==> config.mk <==
export PLATFORM = sky130hd
export DESIGN_NAME = instruction_phase_sequencer
export DESIGN_NICKNAME = d
export VERILOG_FILES = /design/src/rtl/phase_pkg.sv /design/src/rtl/instr_change_detector.sv /design/src/rtl/instruction_phase_sequencer.sv
export SDC_FILE = /design/constraint.sdc
export NUM_CORES = 1
export LEC_CHECK = 0
export CORE_MARGIN = 8
export CORE_UTILIZATION = 50
export DETAILED_ROUTE_END_ITERATION = 10
export PLACE_DENSITY = 0.8
export SYNTH_ARGS = -nofsm -noshare
export SYNTH_HDL_FRONTEND = slang
export SYNTH_HIERARCHICAL = 1
export SYNTH_SLANG_ARGS = --single-unit
==> constraint.sdc <==
create_clock -name HF_CLK -period 3.1 [get_ports HF_CLK]
set_input_delay 0.62 -clock HF_CLK [delete_from_list [all_inputs] [get_ports HF_CLK]]
set_output_delay 0.62 -clock HF_CLK [all_outputs]
set_load 0.1 [all_outputs]
==> src/rtl/phase_pkg.sv <==
`default_nettype none
// ============================================================================
//  Module      : phase_pkg
//  Description : Shared types and constants for the instruction phase
//                sequencer. It holds the phase (state) encoding, the
//                instruction classes, the opcode field constants and the
//                instruction classifier.
//  Revision    : 1.0  initial release
// ============================================================================
package phase_pkg;

    // The encoding is visible on the PHASE output, so it must stay fixed.
    typedef enum logic [2:0] {
        ST_IDLE      = 3'd0,
        ST_DECODE    = 3'd1,
        ST_EXECUTE   = 3'd2,
        ST_MEMORY    = 3'd3,
        ST_WRITEBACK = 3'd4
    } phase_e;

    typedef enum logic [2:0] {
        CLS_NOP = 3'd0,
        CLS_DP  = 3'd1,
        CLS_LDR = 3'd2,
        CLS_STR = 3'd3,
        CLS_B   = 3'd4,
        CLS_BL  = 3'd5
    } instr_class_e;

    // Opcode field values, taken from IR[27:25].
    localparam logic [1:0] C_OP_DP     = 2'b00;   // IR[27:26]
    localparam logic [1:0] C_OP_XFER   = 2'b01;   // IR[27:26]
    localparam logic [2:0] C_OP_BRANCH = 3'b101;  // IR[27:25]

    // The classifier takes only the bits it decodes:
    //   op_hi    = IR[27:25]
    //   link_bit = IR[24]
    //   load_bit = IR[20]
    function automatic instr_class_e classify(
        input logic [2:0] op_hi,
        input logic       link_bit,
        input logic       load_bit
    );
        instr_class_e cls;
        if (op_hi[2:1] == C_OP_DP) begin
            cls = CLS_DP;
        end else if (op_hi[2:1] == C_OP_XFER) begin
            cls = load_bit ? CLS_LDR : CLS_STR;
        end else if (op_hi == C_OP_BRANCH) begin
            cls = link_bit ? CLS_BL : CLS_B;
        end else begin
            cls = CLS_NOP;
        end
        return cls;
    endfunction

endpackage
`default_nettype wire

==> src/rtl/instr_change_detector.sv <==
`default_nettype none
// ============================================================================
//  Module      : instr_change_detector
//  Description : Remembers the last accepted instruction word. NEW_WORD is
//                high when no word is remembered, or when WORD differs from
//                the remembered word.
//  Ports       : HF_CLK   - clock (rising edge)
//                RST      - synchronous active-high reset
//                WORD     - current instruction word
//                CAPTURE  - the word is being accepted this cycle
//                FLUSH    - forget the remembered word
//                NEW_WORD - WORD is eligible for acceptance
//  Revision    : 1.0  initial release
// ============================================================================
module instr_change_detector (
    input  logic        HF_CLK,
    input  logic        RST,
    input  logic [31:0] WORD,
    input  logic        CAPTURE,
    input  logic        FLUSH,
    output logic        NEW_WORD
);

    logic [31:0] r_last_word;
    logic        r_last_valid;

    always_ff @(posedge HF_CLK) begin
        if (RST) begin
            r_last_word  <= 32'd0;
            r_last_valid <= 1'b0;
        end else begin
            if (CAPTURE) begin
                r_last_word <= WORD;
            end
            // FLUSH wins over a capture in the same cycle. This lets the
            // word just taken re-execute if it is presented again.
            if (FLUSH) begin
                r_last_valid <= 1'b0;
            end else if (CAPTURE) begin
                r_last_valid <= 1'b1;
            end
        end
    end

    assign NEW_WORD = !r_last_valid || (WORD != r_last_word);

endmodule
`default_nettype wire

==> src/rtl/instruction_phase_sequencer.sv <==
`default_nettype none
// ============================================================================
//  Module      : instruction_phase_sequencer
//  Description : Multi-cycle control sequencer for a simple core. It steps
//                through IDLE -> DECODE -> EXECUTE -> (MEMORY) -> WRITEBACK
//                and produces the datapath strobes for each phase. It also
//                counts retired instructions.
//  Ports       : HF_CLK, RST            - clock / synchronous active-high reset
//                INSTRUCTION, INSTR_VALID - instruction fetch interface
//                FLUSH                   - re-arm acceptance of identical word
//                STALL                   - freeze sequencing
//                MEM_READY               - data-memory acknowledge
//                IR_EN, PC_EN, REG_WE, MEM_REQ, MEM_WE, RETIRE - strobes
//                BUSY, PHASE, RETIRED_COUNT                   - status
//  Revision    : 1.0  initial release
// ============================================================================
module instruction_phase_sequencer
    import phase_pkg::*;
(
    input  logic        HF_CLK,
    input  logic        RST,
    input  logic [31:0] INSTRUCTION,
    input  logic        INSTR_VALID,
    input  logic        FLUSH,
    input  logic        STALL,
    input  logic        MEM_READY,
    output logic        IR_EN,
    output logic        PC_EN,
    output logic        REG_WE,
    output logic        MEM_REQ,
    output logic        MEM_WE,
    output logic        RETIRE,
    output logic        BUSY,
    output logic [2:0]  PHASE,
    output logic [15:0] RETIRED_COUNT
);

    phase_e       r_state;
    phase_e       w_state_nxt;
    logic [31:0]  r_ir;
    logic [15:0]  r_retired_count;
    logic         r_rst_q;
    logic         w_new_word;
    logic         w_accept;
    logic         w_is_xfer;
    instr_class_e w_class;

    // Only the classification fields of IR are consumed here. The rest of
    // the register belongs to the datapath.
    logic         w_unused_ir;
    assign w_unused_ir = ^{r_ir[31:28], r_ir[23:21], r_ir[19:0]};

    assign w_class   = classify(r_ir[27:25], r_ir[24], r_ir[20]);
    assign w_is_xfer = (w_class == CLS_LDR) || (w_class == CLS_STR);

    // Acceptance is blocked while reset is high and for one cycle after it.
    // The first cycle out of reset therefore shows no strobes, even if a
    // valid word is already waiting.
    assign w_accept = !RST && !r_rst_q && (r_state == ST_IDLE) &&
                      INSTR_VALID && !STALL && w_new_word;

    instr_change_detector u_change_det (
        .HF_CLK   (HF_CLK),
        .RST      (RST),
        .WORD     (INSTRUCTION),
        .CAPTURE  (w_accept),
        .FLUSH    (FLUSH),
        .NEW_WORD (w_new_word)
    );

    // ---------------- state register ----------------
    always_ff @(posedge HF_CLK) begin
        if (RST) begin
            r_state <= ST_IDLE;
        end else begin
            r_state <= w_state_nxt;
        end
    end

    // ---------------- IR, counter, reset history ----------------
    always_ff @(posedge HF_CLK) begin
        r_rst_q <= RST;
        if (RST) begin
            r_ir            <= 32'd0;
            r_retired_count <= 16'd0;
        end else begin
            if (w_accept) begin
                r_ir <= INSTRUCTION;
            end
            if (RETIRE) begin
                r_retired_count <= r_retired_count + 16'd1;
            end
        end
    end

    // ---------------- next-state logic ----------------
    always_comb begin
        w_state_nxt = r_state;
        case (r_state)
            ST_IDLE: begin
                if (w_accept) begin
                    w_state_nxt = ST_DECODE;
                end
            end
            ST_DECODE: begin
                if (!STALL) begin
                    w_state_nxt = ST_EXECUTE;
                end
            end
            ST_EXECUTE: begin
                if (!STALL) begin
                    w_state_nxt = w_is_xfer ? ST_MEMORY : ST_WRITEBACK;
                end
            end
            ST_MEMORY: begin
                // While stalled, an acknowledge is ignored, not remembered.
                if (!STALL && MEM_READY) begin
                    w_state_nxt = ST_WRITEBACK;
                end
            end
            ST_WRITEBACK: begin
                if (!STALL) begin
                    w_state_nxt = ST_IDLE;
                end
            end
            default: begin
                w_state_nxt = ST_IDLE;
            end
        endcase
    end

    // ---------------- output decode ----------------
    always_comb begin
        IR_EN   = w_accept;
        PC_EN   = 1'b0;
        REG_WE  = 1'b0;
        MEM_REQ = 1'b0;
        MEM_WE  = 1'b0;
        RETIRE  = 1'b0;
        BUSY    = 1'b0;
        if (!RST) begin
            BUSY = (r_state != ST_IDLE);
            case (r_state)
                ST_MEMORY: begin
                    // The memory request is held through a stall so that
                    // the transaction stays open.
                    MEM_REQ = 1'b1;
                    MEM_WE  = (w_class == CLS_STR);
                end
                ST_WRITEBACK: begin
                    if (!STALL) begin
                        RETIRE = 1'b1;
                        PC_EN  = 1'b1;
                        REG_WE = (w_class == CLS_DP) || (w_class == CLS_LDR) ||
                                 (w_class == CLS_BL);
                    end
                end
                default: begin
                end
            endcase
        end
    end

    assign PHASE         = r_state;
    assign RETIRED_COUNT = r_retired_count;

endmodule
`default_nettype wire
==> results of run 1 <==
## cells in the mapped netlist
library cell  number  area (um2)
a21oi_1           13       65.06
a21boi_0           2       15.01
nor2b_1            2       12.51
nand3_1           10       50.05
clkbuf_1           6       22.52
nor4b_4            1       23.77
buf_6              1       11.26
nand4_1           12       75.07
and3b_1            1       8.760
nor3_1             4       20.02
nor2_1            45       168.9
ha_1               1       12.51
o22ai_1            1       6.260
and4_1             2       17.52
nor3b_1            1       7.510
buf_4              8       60.06
o31ai_1            1       7.510
buf_1              1       3.750
and2_1             2       12.51
o211ai_1           1       7.510
and3_1             5       31.28
xor2_1            10       87.58
nor4_1             2       12.51
or3_1              4       25.02
o41ai_1            2       17.52
nor4b_1            1       8.760
nand4bb_1          1       11.26
nand2b_1           1       6.260
a211o_1            1       8.760
or4_1              1       7.510
o311ai_0           2       17.52
dfxtp_1           58        1161
or2_2              2       12.51
inv_1              4       15.01
nand2_1           21       78.83
mux2i_1           32       320.3
o21ai_0            7       35.03
xnor2_1           30       262.8
## cell type report
class,count,area [um2]
inverter,4,15.01
clock buffer,12,155.1
multi-input combinational,221,1461
clock inverter,4,97.59
sequential,58,1161
timing repair buffer,70,688.2
tap,72,90.09
fill,432,1703
## placed cells by master (no fill, tap or decap), types with 2 or more instances in the layout
cell type,synthesis,final
dfxtp_1,58,58
nor2_1,45,43
clkdlybuf4s50_1,0,36
mux2i_1,32,32
xnor2_1,30,30
buf_4,8,27
nand2_1,21,21
a21oi_1,13,13
nand4_1,12,12
clkbuf_8,0,11
nand3_1,10,10
xor2_1,10,10
o21ai_0,7,7
buf_12,0,6
nor3_1,4,4
and3_1,5,4
or3_1,4,4
inv_1,4,3
bufinv_16,0,3
nor2_2,0,2
nor2b_1,2,2
and4_1,2,2
and2_1,2,2
or2_2,2,2
o311ai_0,2,2
o41ai_1,2,2
a21boi_0,2,2
nor4_1,2,2
## registers in the layout (all words and copies together), names as in the netlist
register	count
PHASE	3
u_change_det/r_last_word	32
RETIRED_COUNT	16
u_change_det/r_last_valid	1
r_ir	5
r_rst_q	1
## metal layers
| layer | GRT usage, % | wire (um) | up-vias | share of wire, % |
|---|---|---|---|---|
| met3 | 4.738 | 295 | 11 | 4.9 |
| li1 | - | - | 1160 | - |
| met5 | 0 | 0 | - | 0 |
| met2 | 24.23 | 2855 | 54 | 48 |
| met4 | 7.490 | 112 | 0 | 1.9 |
| met1 | 18.53 | 2743 | 1042 | 46 |
## worst max path at each step
stage,startpoint,end,slack (ns),cells past startpoint
2_1_floorplan,PHASE[0],RETIRE,-0.09,5
6_report,INSTRUCTION[24],IR_EN,0.31,8
4_1_cts,INSTRUCTION[24],IR_EN,0.28,8
3_5_place_dp,INSTRUCTION[24],IR_EN,0.31,8
3_3_place_gp,INSTRUCTION[24],IR_EN,0.33,8
5_1_grt,INSTRUCTION[24],IR_EN,0.24,8
## power groups by stage
stage	sequential, mW	combinational, mW	clock (mW)
after floorplan	0.782	0.0739	0
after global placement	0.781	0.148	0
after detailed placement	0.781	0.150	0
after CTS	0.765	0.151	0.892
after global routing	0.766	0.162	0.928
final	0.765	0.150	0.872
## stage by stage
step	std cells	worst slack [ns]	TNS (ns)	cell area, um2
detailed placement	425	0.3139	0	3416
CTS	441	0.2842	0	3669
floorplan	299	-0.09124	-0.09124	2735
finish	441	0.3073	0	3669
global route	441	0.2360	0	3669
global placement	425	0.3294	0	3416
## worst max-delay path, delay by kind of cell
kind,cells,cell delay [ns]
buf+inv,3,0.75
simple gates,4,0.65
xor+xnor,1,0.15
## logic make-up (layout without fill, tap and decap cells)
group           Yosys count  after routing  synth area share, %
simple gates            118            118                21.65
flops                    58             58                42.57
xor+xnor                 40             40                12.84
mux                      32             32                11.74
compound gates           30             30                6.606
buf+inv                  20             90                4.128
fa+ha+maj                 1              1               0.4586
==> flow_summary.ini, run 1 <==
[floorplan]
coreArea_um2 = 5371
die_height_um = 89.86
die_x_um = 89.86
initial_utilization_pct = 50.78
rows = 27
io_pins = 64
dieArea_um2 = 8075

[route]
antenna_left = 0
vias = 2267
drc = 0
firstDrtPassIters = 4
wl_um = 6006
via_per_inst = 5.141
wire_per_inst_um = 13.62
drtIter0Drc = 106

[clocking]
cts-root-buf = clkbuf_8
clock_sinks = 58
cts_buffer_depth = 2
clkTransAtPathRegs_ns = 0.07
post-cts-setup-buffer-count = 0
postCtsHoldBufs = 0
cts_buffers = 9
cts_tree = yes
htreeDepth = 3
clk_latency_ns = 0.33
ctsResizeCount = 0

[setup_path]
r2r-end = u_change_det/r_last_word[7]
critPathCaptureType = output pin
critPathMostFrequentCell = nand3_1
cp-start-kind = input pin
cpMaxStageDelayCell = clkdlybuf4s50_1
worstPathArrival_ns = 2.17
r2r_setup_slack_ns = 1.24
worstSetupPathType = input pin to output pin
cp_slowest_stage_delay_ns = 0.52
required_ns = 2.48
r2r_cells = 9
timing.rr.start = u_change_det/r_last_word[23]
worstPathCellList = clkdlybuf4s50_1 > xnor2_1 > nand4_1 > nor4_1 > nand3_1 > nand3_1 > inv_2 > buf_12
path_max_fanout = 3

[cells_and_area]
diodes = 0
layout.nets = 403
drive_gt1_share_pct = 15.45
area_delta_synth_final_pct = 34.50
final_util_pct = 68.30

[timing]
fmax_ghz = 0.3581
setup_viol = 0
finalClockSkew_ns = 0.007618
relSlewSlack_pct = 74.72
finalCriticalPeriod_ns = 2.793
rsz0062_at_grt = false
tightest_slew_ns = 0.3740
post-route-period-util_pct = 90.09
final-hold-violation-count = 0
drv_slew = 0
timing.hold.ws_ns = 0.4668

[power_and_ir_drop]
sw_frac_of_total_pct = 20.69
p_sw_mw = 0.3697
ir_worst_vdd_v = 0.0003459
power_frac_seq_pct = 42.8
p_int_mw = 1.417
p_leak_nw = 1.313
total_power_mw = 1.787
p_comb_share_pct = 8.4
p_clk_share_pct = 48.8
power_density_nw_per_um2 = 487.1

[logic_synthesis]
netlist_instances = 299
seq_area_frac_synth_pct = 42.57
yosys.cell_types.count = 38
syn_avg_cell_area_um2 = 9.122
syn_nets = 338
syn_area_um2 = 2728
ys_warn_count = 6
ys_seq_elements = 58

[run]
cap_violations = 0

[global_routing]
grt-ovfl-total = 0
grt_use_total_pct = 15.36
antenna_found_initial = 0
grt_pass1_vias = 2232
grt_pass1_wl_um = 10420
grt_start_max_net_pins = 31

[place]
dp_hpwl_um = 4443
io_buffer_count = 63
place.gp.congestion = 0.7851

[min_path]
worstHoldPathCells = 2
hp-start = r_ir[20]
holdPathEnd = r_ir[20]
hold_class = flip-flop to flip-flop

[run_status]
outcome = finished, final reports clean
Power figures use the tool's default switching activity.
==> inputs of run 2 (changes only) <==
PLACE_DENSITY = unset   (was 0.8)
PLACE_DENSITY_LB_ADDON = 0.08   (was unset)
==> run 2 against run 1 <==
  * First-iteration DRC count decreased by 49%
  * Clock skew increased by 0.0021 ns
  * Routed wire length decreased by 1.6%
  * Register-to-register slack got worse by 0.20 ns
  * Worst hold slack got worse by 0.0013 ns
  * Critical path depth unchanged
  * Die area unchanged
  * Final cell count decreased by 0.23%
  * Count of clock-buffer cells in the layout decreased by 1
  * Sequential power about the same
  * Via count decreased by 0.88%
  * Largest cell class unchanged
  * Highest routed layer unchanged
==> flow_summary.ini, run 2 (synthesis gave the netlist of run 1 again) <==
[clocking]
cts_buffers = 9
post-cts-setup-buffer-count = 0
htreeDepth = 3
clock_sinks = 58
cts-root-buf = clkbuf_8
clkTransAtPathRegs_ns = 0.07
postCtsHoldBufs = 0
clk_latency_ns = 0.33
cts_buffer_depth = 2
cts_tree = yes
ctsResizeCount = 0

[timing]
finalCriticalPeriod_ns = 2.829
drv_slew = 0
rsz0062_at_grt = false
finalClockSkew_ns = 0.009683
final-hold-violation-count = 0
setup_viol = 0
relSlewSlack_pct = 60.88
fmax_ghz = 0.3535
post-route-period-util_pct = 91.26
tightest_slew_ns = 0.5868

[route]
drtIter0Drc = 54
antenna_left = 0
drc = 0
via_per_inst = 5.107
wire_per_inst_um = 13.43
vias = 2247
wl_um = 5909
firstDrtPassIters = 4

[global_routing]
grt_start_max_net_pins = 39
antenna_found_initial = 0
grt_pass1_vias = 2257
grt_pass1_wl_um = 10140
grt-ovfl-total = 0
grt_use_total_pct = 14.89

[floorplan]
initial_utilization_pct = 50.78
coreArea_um2 = 5371
rows = 27
die_height_um = 89.86
dieArea_um2 = 8075
io_pins = 64
die_x_um = 89.86

[setup_path]
cp-start-kind = input pin
r2r_cells = 6
required_ns = 2.48
path_max_fanout = 3
critPathCaptureType = output pin
worstSetupPathType = input pin to output pin
worstPathArrival_ns = 2.21

[run]
cap_violations = 0

[cells_and_area]
drive_gt1_share_pct = 15.49
final_cell_mix = dfxtp_1 (58), nor2_1 (43), clkdlybuf4s50_1 (36), mux2i_1 (32), xnor2_1 (30)
final_common_cell = dfxtp_1
layout.nets = 402
diodes = 0
area_delta_synth_final_pct = 32.43
largest_register = u_change_det/r_last_word
final_cells = 440
largest_reg_flops = 32
final_util_pct = 67.25

[power_and_ir_drop]
ir_worst_vdd_v = 0.0004810
power_density_nw_per_um2 = 445.8
p_leak_nw = 1.290

[place]
place.gp.congestion = 0.7932
io_buffer_count = 63
place_inst = 424
dp_hpwl_um = 4374

[min_path]
worstHoldPathCells = 2
hold_class = flip-flop to flip-flop

[run_status]
outcome = finished, final reports clean
run 2: cell types whose count changed in the layout (fill, tap and decap cells not counted), sizes merged:
| cell | change |
|---|---|
| clkbuf | -1 |
| clkinv | +3 |
| bufinv | -2 |
| buf | -1 |
run 2: layer usage:
layer / wire length [um] / vias to the layer above / GRT usage, %
met5: 0 / - / 0
met4: 93 / 0 / 7.074
met3: 236 / 9 / 4.073
met2: 2808 / 49 / 24.91
met1: 2771 / 1028 / 17.20
li1: - / 1161 / -
run 2: worst paths after layout:
kind | start | to | slack, ns
setup reg to reg | PHASE[2] | u_change_det/r_last_word[1] | 1.04
setup / recovery | INSTRUCTION[24] | IR_EN | 0.27
hold reg to reg | r_ir[25] | r_ir[25] | 0.47
hold / removal | r_ir[25] | r_ir[25] | 0.47
run 2: power by group:
group          switching (mW)  internal (mW)  total, mW
Sequential            0.00804          0.757      0.765
Clock                   0.286          0.410      0.696
Combinational          0.0677         0.0816      0.149
run 2: layout make-up:
type	count	area [um2]
timing repair buffer	69	680.7
inverter	4	15.01
sequential	58	1161
tap	72	90.09
fill	467	1759
multi-input combinational	221	1461
clock buffer	11	151.4
clock inverter	5	52.55
run 2: critical path, stage by stage:
cell and delay [ns]:
clkdlybuf4s50_1 0.52, xnor2_1 0.14, nand4_1 0.14, nor4_1 0.30, nand3_1 0.12, nand3_1 0.12, inv_2 0.07, buf_12 0.16
run 2: stage by stage:
stage               total power [mW]  hold slack [ns]  cell area [um2]  setup WS [ns]  TNS (ns)
floorplan                     0.8562           0.4364             2735       -0.09124  -0.09124
global placement              0.9306           0.4441             3408         0.2705         0
detailed placement            0.9315           0.4518             3408         0.2633         0
CTS                            1.634           0.4660             3612         0.2500         0
global route                   1.680           0.4910             3612         0.2087         0
finish                         1.610           0.4655             3612         0.2710         0
==> inputs of run 3 (changes only) <==
CTS_CLUSTER_DIAMETER = 100   (was unset)
==> results of run 3 <==
No change in the layout: final DEF, timing and power equal those of run 2.
